==> config.mk <==
export PLATFORM = sky130hd
export DESIGN_NAME = tcu_drl_align_pipe_flat
export DESIGN_NICKNAME = d
export VERILOG_FILES = /design/src/rtl/tcu_drl_align_pipe_pkg.sv /design/src/rtl/tcu_drl_align_pipe_if.sv /design/src/rtl/tcu_drl_align_pipe_lane.sv /design/src/rtl/tcu_drl_align_pipe.sv /design/src/flat_wrapper.sv
export SDC_FILE = /design/constraint.sdc
export NUM_CORES = 2
export LEC_CHECK = 0
export ABC_AREA = 1
export CORE_UTILIZATION = 58
export CTS_CLUSTER_DIAMETER = 40
export CTS_CLUSTER_SIZE = 24
export DETAILED_ROUTE_END_ITERATION = 12
export PLACE_DENSITY = 0.82
export SLEW_MARGIN = 25
export SYNTH_ARGS = -nofsm -noshare
export SYNTH_HDL_FRONTEND = slang
export SYNTH_HIERARCHICAL = 1
export SYNTH_SLANG_ARGS = --single-unit
==> constraint.sdc <==
create_clock -name clk -period 2 [get_ports clk]
set_input_delay 0.5 -clock clk [delete_from_list [all_inputs] [get_ports clk]]
set_output_delay 0.5 -clock clk [all_outputs]
set_load 0.01 [all_outputs]
==> src/rtl/tcu_drl_align_pipe_pkg.sv <==
// VX_tcu_pkg: shared shift-width constant, per-lane stage record and width helper for the TCU aligner.
package VX_tcu_pkg;
    localparam int TCU_ALIGN_SHW = 8;
    typedef struct packed {
        logic                     en;
        logic                     sign;
        logic [TCU_ALIGN_SHW-1:0] shift;
    } tcu_align_lane_t;
    function automatic int tcu_align_sw(input int wi, input int pre_shift);
        return wi - 1 + pre_shift;
    endfunction
endpackage

==> src/rtl/tcu_drl_align_pipe_if.sv <==
// tcu_drl_align_pipe_if: request/response bus of the alignment pipe; master = producer/consumer, slave = pipe.
interface tcu_drl_align_pipe_if #(
    parameter int N  = 5,
    parameter int WI = 25,
    parameter int WO = WI + 2,
    parameter int EW = 8
);
    logic            valid_in;
    logic            ready_in;
    logic [31:0]     req_id;
    logic            is_int;
    logic [N-1:0]    lane_en;
    logic [N*EW-1:0] exps_in;
    logic [N*WI-1:0] sigs_in;
    logic            valid_out;
    logic            ready_out;
    logic [31:0]     req_id_out;
    logic [EW-1:0]   max_exp;
    logic [N*WO-1:0] sigs_out;
    logic [N-1:0]    sticky_bits;
    modport master (
        output valid_in, req_id, is_int, lane_en, exps_in, sigs_in, ready_out,
        input  ready_in, valid_out, req_id_out, max_exp, sigs_out, sticky_bits
    );
    modport slave (
        input  valid_in, req_id, is_int, lane_en, exps_in, sigs_in, ready_out,
        output ready_in, valid_out, req_id_out, max_exp, sigs_out, sticky_bits
    );
endinterface

==> src/rtl/tcu_drl_align_pipe_lane.sv <==
// tcu_drl_align_lane: one lane's align + sticky path (A->B) and sign fix-up path (B->C).
// Sticky logic exists only when TCU_ALIGN_STICKY_EN is defined.
module tcu_drl_align_lane import VX_tcu_pkg::*; #(
    parameter int WI  = 25,
    parameter int WO  = WI + 2,
    parameter int PRE = 2,
    parameter int SW  = 26
) (
    input  logic            is_int_i,
    input  tcu_align_lane_t lane_i,
    input  logic [WI-2:0]   mag_i,
    output logic [WO-1:0]   val_o,
    output logic            neg_o,
    output logic            sticky_o,
    input  logic [WO-1:0]   val_i,
    input  logic            neg_i,
    output logic [WO-1:0]   sig_o
);
    localparam int MW = SW > WO - 1 ? SW : WO - 1;
    logic [SW-1:0] mag_sh;
    logic [MW-1:0] aligned;
    assign mag_sh  = SW'(mag_i) << PRE;
    assign aligned = MW'(mag_sh >> lane_i.shift);
    // Integer lanes are already two's complement, so they bypass the negate stage.
    assign val_o = !lane_i.en ? '0
                 : is_int_i   ? {{(WO-WI){lane_i.sign}}, lane_i.sign, mag_i}
                 :              {1'b0, aligned[WO-2:0]};
    assign neg_o = lane_i.en & !is_int_i & lane_i.sign;
`ifdef TCU_ALIGN_STICKY_EN
    // Mask of the bits shifted out; an overshift makes it all ones.
    assign sticky_o = lane_i.en & !is_int_i & |(mag_sh & ~({SW{1'b1}} << lane_i.shift));
`else
    assign sticky_o = 1'b0;
`endif
    assign sig_o = neg_i ? -val_i : val_i;
endmodule

==> src/rtl/tcu_drl_align_pipe.sv <==
// tcu_drl_align_pipe: 3-stage valid/ready FEDP aligner (A: max exp/shift, B: align/sticky, C: two's complement).
// Optional sticky generation: TCU_ALIGN_STICKY_EN.
module tcu_drl_align_pipe import VX_tcu_pkg::*; #(
    parameter int N         = 5,
    parameter int WI        = 25,
    parameter int WO        = WI + 2,
    parameter int EW        = 8,
    parameter int PRE_SHIFT = WI - 23,
    parameter int C_LANE    = 1
) (
    input  logic                 clk,
    input  logic                 reset_n,
    tcu_drl_align_pipe_if.slave  bus
);
    localparam int SW = tcu_align_sw(WI, PRE_SHIFT);
    logic                       va_q, vb_q, vc_q, ld_a, ld_b, ld_c;
    logic [31:0]                id_a_q, id_b_q, id_c_q;
    logic [EW-1:0]              max_d, max_a_q, max_b_q, max_c_q, diff;
    logic                       int_a_q;
    tcu_align_lane_t [N-1:0]    lane_d, lane_a_q;
    logic [N-1:0][WI-2:0]       mag_d, mag_a_q;
    logic [N-1:0][WO-1:0]       val_d, val_b_q, sig_d, sig_c_q;
    logic [N-1:0]               neg_d, neg_b_q, sticky_d, sticky_b_q, sticky_c_q;
    // Each stage loads when empty or when its content moves on this cycle.
    assign ld_c         = !vc_q | bus.ready_out;
    assign ld_b         = !vb_q | ld_c;
    assign ld_a         = !va_q | ld_b;
    assign bus.ready_in = ld_a;
    always_comb begin
        max_d  = '0;
        diff   = '0;
        lane_d = '0;
        mag_d  = '0;
        for (int i = 0; i < N; i++)
            if (bus.lane_en[i] && !bus.is_int && bus.exps_in[i*EW +: EW] > max_d) max_d = bus.exps_in[i*EW +: EW];
        for (int i = 0; i < N; i++) begin
            diff            = max_d - bus.exps_in[i*EW +: EW];
            lane_d[i].en    = bus.lane_en[i];
            lane_d[i].sign  = bus.sigs_in[i*WI + WI-1];
            lane_d[i].shift = (EW > TCU_ALIGN_SHW && (diff >> TCU_ALIGN_SHW) != '0) ? '1 : TCU_ALIGN_SHW'(diff);
            mag_d[i]        = bus.sigs_in[i*WI +: WI-1];
        end
    end
    for (genvar i = 0; i < N; i++) begin : g_lane
        tcu_drl_align_lane #(
            .WI(WI), .WO(WO), .SW(SW),
            .PRE((C_LANE != 0 && i == N-1) ? PRE_SHIFT - 1 : PRE_SHIFT)
        ) u_lane (
            .is_int_i(int_a_q), .lane_i(lane_a_q[i]), .mag_i(mag_a_q[i]),
            .val_o(val_d[i]), .neg_o(neg_d[i]), .sticky_o(sticky_d[i]),
            .val_i(val_b_q[i]), .neg_i(neg_b_q[i]), .sig_o(sig_d[i])
        );
    end
    always_ff @(posedge clk or negedge reset_n) begin
        if (!reset_n) begin
            va_q       <= 1'b0;
            vb_q       <= 1'b0;
            vc_q       <= 1'b0;
            id_a_q     <= '0;
            id_b_q     <= '0;
            id_c_q     <= '0;
            max_a_q    <= '0;
            max_b_q    <= '0;
            max_c_q    <= '0;
            int_a_q    <= 1'b0;
            lane_a_q   <= '0;
            mag_a_q    <= '0;
            val_b_q    <= '0;
            neg_b_q    <= '0;
            sticky_b_q <= '0;
            sig_c_q    <= '0;
            sticky_c_q <= '0;
        end else begin
            if (ld_a) va_q <= bus.valid_in;
            if (ld_a && bus.valid_in) begin
                id_a_q   <= bus.req_id;
                max_a_q  <= max_d;
                int_a_q  <= bus.is_int;
                lane_a_q <= lane_d;
                mag_a_q  <= mag_d;
            end
            if (ld_b) vb_q <= va_q;
            if (ld_b && va_q) begin
                id_b_q     <= id_a_q;
                max_b_q    <= max_a_q;
                val_b_q    <= val_d;
                neg_b_q    <= neg_d;
                sticky_b_q <= sticky_d;
            end
            if (ld_c) vc_q <= vb_q;
            if (ld_c && vb_q) begin
                id_c_q     <= id_b_q;
                max_c_q    <= max_b_q;
                sig_c_q    <= sig_d;
                sticky_c_q <= sticky_b_q;
            end
        end
    end
    assign bus.valid_out   = vc_q;
    assign bus.req_id_out  = id_c_q;
    assign bus.max_exp     = max_c_q;
    assign bus.sigs_out    = sig_c_q;
    assign bus.sticky_bits = sticky_c_q;
endmodule

==> src/flat_wrapper.sv <==
// flat-port wrapper written by rule: the top's interface ports become plain ports
module tcu_drl_align_pipe_flat import VX_tcu_pkg::*;
#(
    parameter int N         = 5,
    parameter int WI        = 25,
    parameter int WO        = WI + 2,
    parameter int EW        = 8,
    parameter int PRE_SHIFT = WI - 23,
    parameter int C_LANE    = 1
)
  (clk, reset_n, bus_valid_in, bus_req_id, bus_is_int, bus_lane_en, bus_exps_in, bus_sigs_in, bus_ready_out, bus_ready_in, bus_valid_out, bus_req_id_out, bus_max_exp, bus_sigs_out, bus_sticky_bits);
  tcu_drl_align_pipe_if #(.N(N), .WI(WI), .WO(WO), .EW(EW)) bus_i ();
  input  logic clk;
  input  logic reset_n;
  input wire logic [$bits(bus_i.valid_in)-1:0] bus_valid_in;
  input wire logic [$bits(bus_i.req_id)-1:0] bus_req_id;
  input wire logic [$bits(bus_i.is_int)-1:0] bus_is_int;
  input wire logic [$bits(bus_i.lane_en)-1:0] bus_lane_en;
  input wire logic [$bits(bus_i.exps_in)-1:0] bus_exps_in;
  input wire logic [$bits(bus_i.sigs_in)-1:0] bus_sigs_in;
  input wire logic [$bits(bus_i.ready_out)-1:0] bus_ready_out;
  output wire logic [$bits(bus_i.ready_in)-1:0] bus_ready_in;
  output wire logic [$bits(bus_i.valid_out)-1:0] bus_valid_out;
  output wire logic [$bits(bus_i.req_id_out)-1:0] bus_req_id_out;
  output wire logic [$bits(bus_i.max_exp)-1:0] bus_max_exp;
  output wire logic [$bits(bus_i.sigs_out)-1:0] bus_sigs_out;
  output wire logic [$bits(bus_i.sticky_bits)-1:0] bus_sticky_bits;
  assign bus_i.valid_in = bus_valid_in;
  assign bus_i.req_id = bus_req_id;
  assign bus_i.is_int = bus_is_int;
  assign bus_i.lane_en = bus_lane_en;
  assign bus_i.exps_in = bus_exps_in;
  assign bus_i.sigs_in = bus_sigs_in;
  assign bus_i.ready_out = bus_ready_out;
  assign bus_ready_in = bus_i.ready_in;
  assign bus_valid_out = bus_i.valid_out;
  assign bus_req_id_out = bus_i.req_id_out;
  assign bus_max_exp = bus_i.max_exp;
  assign bus_sigs_out = bus_i.sigs_out;
  assign bus_sticky_bits = bus_i.sticky_bits;
  tcu_drl_align_pipe #(.N(N), .WI(WI), .WO(WO), .EW(EW), .PRE_SHIFT(PRE_SHIFT), .C_LANE(C_LANE)) u_core (.clk(clk), .reset_n(reset_n), .bus(bus_i));
endmodule
==> metrics.yaml <==
power_and_ir_drop:
  power.ir.vdd_worst_uv: 1219
  reported_leakage_power_nw: 24.63
  p_per_area_nw_per_um2: 1468
critical_path:
  worst_path_max_delay_cell: "sky130_fd_sc_hd__ha_1"
  slowest_delay_ns: 0.33
  worstPathMaxFanout: 8
  worst_path_most_repeated_cell: "sky130_fd_sc_hd__nand2_4"
  startpoint_type: "input pin"
  criticalPathCategory: "input pin to flop"
  crit_arrival_ns: 8.14
  critPathRequiredTime_ns: 2.53
  critical_path.endpoint_type: "flop"
timing:
  timing.setup.tns_ns: -231.29
  finClkSkew_ns: 0.03401
  final_period_minus_worst_setup_slack_ns: 7.604
  hold_violations: 0
  tightestPinTransition_ns: 0.7666
  fmax_ghz: 0.1315
  slew-limit-headroom_pct: 48.89
  slew_viol_final: 0
  period_share_pct: 380.2
  rsz0062_at_grt: "true"
  report.final.setup_viol: 220
  worst_slack_ns: -5.604
placed_design:
  dp_slack_ns: -6.128
  numPlacedInstances: 5882
  place_congestion: 1.021
  io_buffer_count: 388
  place_hpwl_mm: 87.64
  dpl-instance-area_um2: 43670
cells_and_area:
  layoutNonFillerInstCount: 6167
  multi_input_comb_area_um2: 21610
  final.fill_count: 3527
  post_route_cells_drive_above_1_share_pct: 30.36
  layout.area.seq_um2: 14490
  syn2layout_area_growth_pct: 40.80
  design_area_um2: 50350
  mostFrequentLayoutCell: "sky130_fd_sc_hd__nand2_1"
  layout_common_cells: "1057 x sky130_fd_sc_hd__nand2_1, 671 x sky130_fd_sc_hd__nand3_1, 577 x sky130_fd_sc_hd__dfrtp_1, 446 x sky130_fd_sc_hd__buf_4, 301 x sky130_fd_sc_hd__mux2_2"
  finalNetCount: 5582
synthesis:
  yosys.cell_types.count: 51
  ys_dominant_reg_cell: "sky130_fd_sc_hd__dfrtp_1"
  synthesis.instances: 4527
  ys_ff_latch: 579
  netlist_area_um2: 35760
  synth.net_count: 4807
  yosys_warnings: 6
  async_set_or_reset_flop_fraction_in_the_synthesized_netlist_pct: 100.0
  synth_enable_flop_cells: 0
  ys_seq_area_share_pct: 40.51
  postSynthAreaPerCell_um2: 7.900
floorplanning:
  die_y_um: 250.3
  std_cell_rows: 90
  initial_core_util_pct: 59.03
  die-width_um: 250.3
  dieArea_um2: 62660
  io_pins: 389
  design.core.area_um2: 60580
drt:
  first_pass_iters: 9
  met3WireLength_mm: 15.01
  wl_mm: 137.9
  post_drt_via_cell_ratio: 6.215
  highest_layer: "met5"
  vias: 38330
  drt_first_iter_violations: 4900
  met2_wirelength_mm: 63.70
  wirelength_per_cell_um: 22.35
  drc: 0
  met1Wirelength_mm: 52.38
  postRouteAntennaNets: 0
clock_network:
  cts_tree: "yes"
  clockRootBuffer: "sky130_fd_sc_hd__clkbuf_16"
  cts.htree.levels: 3
  worstSkewPairLatency_ns: 0.67
  cts_sinks: 579
  number_of_buffers_created_by_cts: 86
  clk_pin_slew_worst_paths_ns: 0.05
  number_of_buffers_between_clock_root_and_the_deepest_sink: 3
grt:
  grt_util_all_layers_pct: 39.52
  first_global_vias: 35980
  grt_max_degree: 71
  grt-ovfl-total: 0
  antenna_violations_before_repair: 14
  grt_pass1_wl_mm: 196.7
job:
  max_cap_viol_count: 0
status:
  violations_in_the_final_reports: "negative setup slack"
  status: "finished, violations left"
hold_path:
  hp-class: "input pin to flop"
==> repair_timing <==
item                                   4_1_cts  5_1_grt
resized for setup                          204      558
pin swaps                                   61      240
hold buffers                                 1        0
setup endpoints to repair                  263      261
setup buffers                               32       73
gates cloned                                 2       18
endpoints found under the hold margin       15        0
==> report_power, final <==
group / leakage [nW] / switching (mW) / internal [mW]
sequential: 7.38 / 3.44 / 15.4
combinational: 15.8 / 22.3 / 17.3
clock: 1.45 / 6.37 / 9.17
total: 24.6 / 32.1 / 41.9
==> critical path, delay by kind of cell <==
family / cells / cell delay, ns
fa+ha+maj: 5 / 1.44
buf+inv: 11 / 1.06
simple gates: 28 / 2.91
compound gates: 14 / 2.19
==> layer usage <==
layer | global-route usage (%) | vias to the layer above
met2 | 62.68 | 2550
li1 | - | 16820
met5 | 0 | -
met4 | 15.09 | 14
met3 | 9.041 | 563
met1 | 52.71 | 18380
==> Yosys cell counts (all sizes together) (7+ instances only) <==
library cell	count	area share (%)
nor3	26	0.40
xor2	98	2.4
o21ai	312	4.6
o31ai	11	0.24
nor2	254	3.0
clkbuf	147	1.5
or2	18	0.31
and2	9	0.16
nand2	1151	12
nand4	37	0.68
xnor2	28	0.69
a21oi	178	2.6
buf	119	2.1
a211oi	7	0.15
dfrtp	579	41
clkinv	10	0.10
nand3	827	12
mux2	313	9.9
o21bai	7	0.15
inv	260	2.7
ha	68	2.4
o211ai	36	0.76
==> stage by stage <==
stage | util (%) | total power, mW | hold WS [ns]
finish | 83.11 | 73.92 | 0.2743
global route | 83.09 | 77.27 | 0.2732
CTS | 77.87 | 67.36 | 0.3304
detailed placement | 72.09 | 51.21 | 0.4342
global placement | 72.09 | 50.38 | 0.4316
floorplan | - | 38.01 | 0.2044
==> state kept, by name (all words and copies together), names as in the netlist <==
register and count:
u_core/bus.sigs_out 135, u_core/val_b_q 135, u_core/mag_a_q 120, u_core/lane_a_q 50
u_core/bus.req_id_out 32, u_core/id_a_q 32, u_core/id_b_q 32, u_core/bus.max_exp 8
u_core/max_a_q 8, u_core/max_b_q 8, u_core/bus.sticky_bits 5, u_core/neg_b_q 5
u_core/sticky_b_q 5, u_core/bus.valid_out 1, u_core/int_a_q 1, u_core/va_q 1
u_core/vb_q 1
==> cell families after synthesis <==
group / after synthesis / share of synthesized area (%)
AOI/OAI and AO/OA: 562 / 8.663
other: 5 / 0.05248
and+or+nand+nor: 2333 / 28.66
muxes: 313 / 9.856
adders and majority gates: 73 / 2.659
buffers and inverters: 536 / 6.511
DFF: 579 / 40.51
xor gates and xnor gates: 126 / 3.086
==> final cells by class <==
cell class | count | area share (%)
inverters | 270 | 2.062
flip-flops and latches | 579 | 28.78
clock inverters | 61 | 1.396
well taps | 782 | 1.943
repair buffers | 951 | 18.29
multi-input cells | 3414 | 42.92
clock buffers | 101 | 4.565
diodes | 9 | 0.04473
==> final timing paths <==
path / from / end / slack, ns / depth (start not counted)
worst max-delay path: bus_exps_in[5] / u_core/lane_a_q[47]$_DFFE_PN0P_ / -5.60 / 58
worst min-delay path: bus_lane_en[0] / u_core/lane_a_q[9]$_DFFE_PN0P_ / 0.27 / 4
worst max register to register: u_core/val_b_q[55]$_DFFE_PN0P_ / u_core/bus.sigs_out[80]$_DFFE_PN0P_ / -0.23 / 10
worst min register to register: u_core/bus.sticky_bits[0]$_DFFE_PN0P_ / u_core/bus.sticky_bits[0]$_DFFE_PN0P_ / 0.48 / 2
max in group asynchronous: reset_n / u_core/bus.valid_out$_DFFE_PN0P_ / 0.82 / 4
min in group asynchronous: reset_n / u_core/bus.sigs_out[102]$_DFFE_PN0P_ / 0.36 / 2
No activity file was read; power rests on OpenSTA's default activity.
